File: config.mk
export PLATFORM = sky130hd
export DESIGN_NAME = mux_arbiter
export DESIGN_NICKNAME = d
export VERILOG_FILES = /design/src/rtl/mux_arbiter.sv
export SDC_FILE = /design/constraint.sdc
export NUM_CORES = 1
export LEC_CHECK = 0
export CAP_MARGIN = 20
export CORE_MARGIN = 1
export CORE_UTILIZATION = 46
export DETAILED_ROUTE_END_ITERATION = 16
export PLACE_DENSITY = 0.72
export SLEW_MARGIN = 30
export SYNTH_ARGS = -nofsm -noshare
export SYNTH_HDL_FRONTEND = slang
export SYNTH_SLANG_ARGS = --single-unit
File: constraint.sdc
create_clock -name clk -period 2.1 [get_ports clk]
set_input_delay 0.315 -clock clk [delete_from_list [all_inputs] [get_ports clk]]
set_output_delay 0.315 -clock clk [all_outputs]
set_load 0.1 [all_outputs]
File: src/rtl/mux_arbiter.sv
// -----------------------------------------------------------------------------
// mux_arbiter
//
// Round-robin arbiter for four requesters that share one 4:1 multiplexer.
// A winner gets a one-hot grant and drives the mux select lines.
// It keeps the grant until one of these happens:
//   - it signals done,
//   - it drops its request, or
//   - it has held the grant for MAX_HOLD cycles.
// Every grant ends with exactly one RELEASE cycle, which has no grant.
// Search order after a release starts just past the released requester,
// so the previous holder has lowest priority on the next arbitration.
//
// Parameters
//   MAX_HOLD  maximum consecutive grant cycles per holder (1..255)
//
// Ports
//   clk                clock, all state changes on the rising edge
//   reset_n            asynchronous active-low reset
//   req0..req3         requests from requesters 0..3
//   done               holder finished; only looked at while a grant is held
//   addr0, addr1       mux select, {addr1,addr0} = granted index
//   gnt0..gnt3         one-hot grant to requesters 0..3
//   busy               high while any grant is high
//
// All outputs come straight from flops.
// -----------------------------------------------------------------------------
module mux_arbiter #(
  parameter int MAX_HOLD = 8
) (
  input  logic clk,
  input  logic reset_n,
  input  logic req0,
  input  logic req1,
  input  logic req2,
  input  logic req3,
  input  logic done,
  output logic addr0,
  output logic addr1,
  output logic gnt0,
  output logic gnt1,
  output logic gnt2,
  output logic gnt3,
  output logic busy
);

  // Wide enough to hold MAX_HOLD itself.
  localparam int CW = $clog2(MAX_HOLD + 1);

  typedef enum logic [1:0] {
    IDLE    = 2'd0,
    GRANT   = 2'd1,
    RELEASE = 2'd2
  } state_t;

  state_t          state_reg, state_next;
  logic [3:0]      gnt_reg,   gnt_next;
  logic [1:0]      addr_reg,  addr_next;
  logic            busy_reg,  busy_next;
  logic [CW-1:0]   cnt_reg,   cnt_next;
  logic [1:0]      last_reg,  last_next;

  logic [3:0]      req_vec;
  logic [3:0]      rot_req;
  logic [1:0]      win_off;
  logic            win_valid;
  logic [1:0]      winner;
  logic            holder_req;
  logic            hold_full;

  assign req_vec = {req3, req2, req1, req0};

  // Rotate the request vector so that bit 0 is the requester just after
  // the last released holder. A fixed priority pick on rot_req then gives
  // round-robin order.
  genvar gi;
  generate
    for (gi = 0; gi < 4; gi++) begin : g_rot
      logic [1:0] cand;
      assign cand        = last_reg + 2'(gi + 1);
      assign rot_req[gi] = req_vec[cand];
    end
  endgenerate

  // The lowest set bit of the rotated vector wins.
  always_comb begin
    win_off = 2'd0;
    for (int i = 3; i >= 0; i--) begin
      if (rot_req[i]) begin
        win_off = 2'(i);
      end
    end
  end

  assign win_valid = |rot_req;
  assign winner    = last_reg + 2'd1 + win_off;

  // addr_reg always holds the current holder's index while in GRANT.
  assign holder_req = req_vec[addr_reg];
  assign hold_full  = (cnt_reg == CW'(MAX_HOLD));

  // Next-state and next-output logic
  always_comb begin
    state_next = state_reg;
    gnt_next   = gnt_reg;
    addr_next  = addr_reg;
    busy_next  = busy_reg;
    cnt_next   = cnt_reg;
    last_next  = last_reg;

    case (state_reg)
      // IDLE and RELEASE arbitrate identically.
      // RELEASE already sees the updated last_reg, so a pending request is
      // granted on the very next edge without passing through IDLE.
      IDLE, RELEASE: begin
        if (win_valid) begin
          state_next = GRANT;
          gnt_next   = 4'b0001 << winner;
          addr_next  = winner;
          busy_next  = 1'b1;
          cnt_next   = CW'(1);
        end else begin
          state_next = IDLE;
          gnt_next   = 4'b0000;
          busy_next  = 1'b0;
        end
      end

      GRANT: begin
        // Every exit cause funnels into the same single transition.
        // So coincident causes still give one RELEASE and one update of last.
        if (done || !holder_req || hold_full) begin
          state_next = RELEASE;
          gnt_next   = 4'b0000;
          busy_next  = 1'b0;
          last_next  = addr_reg;
        end else begin
          // Not full here, so the increment cannot pass MAX_HOLD or wrap.
          cnt_next = cnt_reg + CW'(1);
        end
      end

      default: begin
        state_next = IDLE;
        gnt_next   = 4'b0000;
        busy_next  = 1'b0;
      end
    endcase
  end

  // State register
  // last resets to 3 so that requester 0 is searched first after reset.
  always_ff @(posedge clk or negedge reset_n) begin
    if (!reset_n) begin
      state_reg <= IDLE;
      gnt_reg   <= 4'b0000;
      addr_reg  <= 2'd0;
      busy_reg  <= 1'b0;
      cnt_reg   <= '0;
      last_reg  <= 2'd3;
    end else begin
      state_reg <= state_next;
      gnt_reg   <= gnt_next;
      addr_reg  <= addr_next;
      busy_reg  <= busy_next;
      cnt_reg   <= cnt_next;
      last_reg  <= last_next;
    end
  end

  assign gnt0  = gnt_reg[0];
  assign gnt1  = gnt_reg[1];
  assign gnt2  = gnt_reg[2];
  assign gnt3  = gnt_reg[3];
  assign addr0 = addr_reg[0];
  assign addr1 = addr_reg[1];
  assign busy  = busy_reg;

endmodule
==> metrics.yaml, run 1 <==
status: "complete, but fails checks"
violations: "setup timing"
vdd_ir_drop_max_mv: 1.082
power_frac_clock_pct: 8.3
seq_power_share_pct: 27.3
power_mw: 1.937
cp_max_fo: 5
fillCellCount: 152
hp-class: "in -> async"
synth_seq_area_share_pct: 43.27
nets: 119
ys_top_cells_by_area: "dfrtp_1, dfstp_2, nand2_1"
cts_setup_buffers: 0
vias_per_cell: 5.173
synth_compound_area_share_pct: 15.62
postCtsHoldBufs: 0
seq_area_um2: 380.4
cp-start-kind: "register"
grt_pass1_vias: 692
max_stage_delay_ns: 0.58
syn-cell-area_um2: 873.3
detailed_place_hpwl_mm: 1.342
setup_viol: 2
muxShareOfSynthArea_pct: 8.023
io_buffers: 13
yosysTopAreaCell: "dfrtp_1"
period_share_pct: 100.5
chipHeight_um: 45.57
crit_path_top_delay_cell: "dfstp_2"
layout_commonest_cell: "buf_4"
drive_gt1_share_pct: 37.04
grt_overflow: 0
htree_levels: 1
insertedDiodeCount: 0
critical_path_class: "reg -> reg"
synth_adder_area_share_pct: 4.298
drtIter0Drc: 17
num_vias: 688
drt_first_pass_iters: 4
netSwitchingFraction_pct: 50.10
synth_cell_types: 36
arrival_ns: 2.28
p_int_mw: 0.9664
synthCells: 84
pin_count: 14
start_util_pct: 50.04
synth_top_family_by_area: "simple AND/OR/NAND/NOR gates"
num_rows: 15
hold_viol: 0
clk-insertion-delay-late_ns: 0.28
crit_family: "flip-flops"
synth-edff-count: 0
routabilityCongestion: 0.6642
leakage_nw: 0.5300
syn-num-nets: 94
cts_buffers: 3
totalWireLength_mm: 1.822
fin_tns_setup_ns: -0.01619
cpMostUsedCell: "xnor2_2"
comb_power_share_pct: 64.3
netSwitchingPower_mw: 0.9703
route.detailed.drc: 0
synth-seq-cells: 15
setup_ws_ns: -0.01096
skew_ns: 0.003027
yosys.area_share.simple_pct: 18.62
wl_per_cell_um: 13.70
coreArea_um2: 1745
final_cell_mix: "buf_4, nand2_1, dfrtp_1, inv_1"
tightest_slew_ns: 0.6544
tritoncts: "done"
syn_avg_cell_area_um2: 10.40
root_buffer: "clkbuf_4"
fp.dieW_um: 45.57
yosys_warnings: 0
synthXorXnorAreaFrac_pct: 4.011
antenna_found_initial: 0
grt_max_degree: 16
synth_top_area_share_pct: 37.25
yosys_most_used_dff: "dfrtp_1"
grt_usage_pct: 21.90
die-area_um2: 2077
cap_violations: 0
rsz0062_at_grt: "yes"
max_freq_mhz: 473.7
fin_crit_ns: 2.111
end_kind: "register"
cts_sinks: 15
antenna_left: 0
multi_input_area_um2: 485.5
clkTransAtPathRegs_ns: 0.09
cp_data_required_time_ns: 2.27
crit_chain: "nand2_2, a21oi_2, o221ai_1, o21a_1, ha_2, xnor2_2, xnor2_2, xnor2_2, mux2_4"
clock_path_buffers: 2
async_flop_share_pct: 100.0
power_density_nw_per_um2: 1707
area_delta_synth_final_pct: 29.94
grt_pass1_wl_mm: 3.180
drv_slew: 0
slew_headroom_pct: 56.24
cp_num_buf_inv: 0
## per-layer routing
layer,vias to the layer above,GRT usage (%),part of all wire (%)
li1,342,-,-
met4,0,3.636,0.49
met3,2,9.127,4.7
met2,13,30.57,45
met5,-,0,0
met1,331,32.05,50
## power groups by stage
stage	Clock, mW	Sequential [mW]	Combinational [mW]
2_1_floorplan	0	0.842	0.546
5_1_grt	0.181	0.546	1.33
6_report	0.162	0.530	1.25
3_3_place_gp	0	0.529	1.09
4_1_cts	0.170	0.528	1.18
3_5_place_dp	0	0.532	1.11
## synth_stat cells, drive strengths merged, types with 2 or more instances
| cell | number |
|---|---|
| dfrtp | 13 |
| ha | 3 |
| nand2 | 14 |
| nor2b | 3 |
| dfstp | 2 |
| inv | 7 |
| mux2 | 3 |
| nor2 | 5 |
| a21oi | 3 |
| xnor2 | 3 |
| buf | 3 |
| o21ai | 4 |
| nand3b | 2 |
## kinds of logic after synthesis
logic type,Yosys count
AOI/OAI and AO/OA,16
xor gates and xnor gates,4
adders and majority gates,3
buffers and inverters,10
DFF,15
muxes,5
and+or+nand+nor,31
## what timing repair did
item                                    CTS  global route
endpoints found under the setup margin    5             5
gates resized for setup                   8             5
pin swaps                                 4             5
hold endpoints to repair                  0             0
## through the flow
| stage | cell area (µm²) | worst slack (ns) | instances | hold WS, ns | utilization, % |
|---|---|---|---|---|---|
| floorplan | 875.8 | 0.009557 | 84 | 0.01941 | - |
| detailed placement | 1067 | -0.3679 | 129 | 0.4683 | 61.15 |
| CTS | 1114 | 0.001121 | 133 | 0.4411 | 63.80 |
| global placement | 1067 | -0.3241 | 129 | 0.4574 | 61.15 |
| global route | 1135 | -0.1031 | 133 | 0.4745 | 65.02 |
| finish | 1135 | -0.01096 | 133 | 0.4303 | 65.02 |
## worst reg2reg max path, delay by kind of cell, from the launching register on
family	cells	cell delay, ns
AO/OA/AOI/OAI	3	0.39
XOR/XNOR	3	0.50
adder cells (fa/ha/maj)	1	0.18
flip-flops	1	0.58
multiplexers	1	0.28
AND/OR/NAND/NOR	1	0.07
## worst paths after layout
kind | start | endpoint | slack (ns) | cells past startpoint
worst max-delay path | last_reg[1] | addr_reg[1] | -0.01 | 9
worst min-delay path | reset_n | cnt_reg[3] | 0.43 | 1
worst max register to register | last_reg[1] | addr_reg[1] | -0.01 | 9
worst min register to register | busy | busy | 0.48 | 2
max in group asynchronous | reset_n | addr_reg[0] | 1.21 | 1
min in group clk | busy | busy | 0.48 | 2
## final cells by class
type	count	area share [%]
Clock buffer	4	2.315
Sequential cell	15	33.52
Tap cell	25	2.756
Multi-Input combinational cell	59	42.78
Inverter	7	2.315
Timing Repair Buffer	23	16.32
Power figures use the tool's default switching activity.
==> run 2: changes to the inputs <==
--- a/config.mk
+++ b/config.mk
@@ -5,7 +5,7 @@
 export SDC_FILE = /design/constraint.sdc
 export NUM_CORES = 1
 export LEC_CHECK = 0
-export CAP_MARGIN = 20
+export CAP_MARGIN = 25
 export CORE_MARGIN = 1
 export CORE_UTILIZATION = 46
 export DETAILED_ROUTE_END_ITERATION = 16
==> results of run 2 <==
Final layout, timing and power as in run 1 (identical DEF).
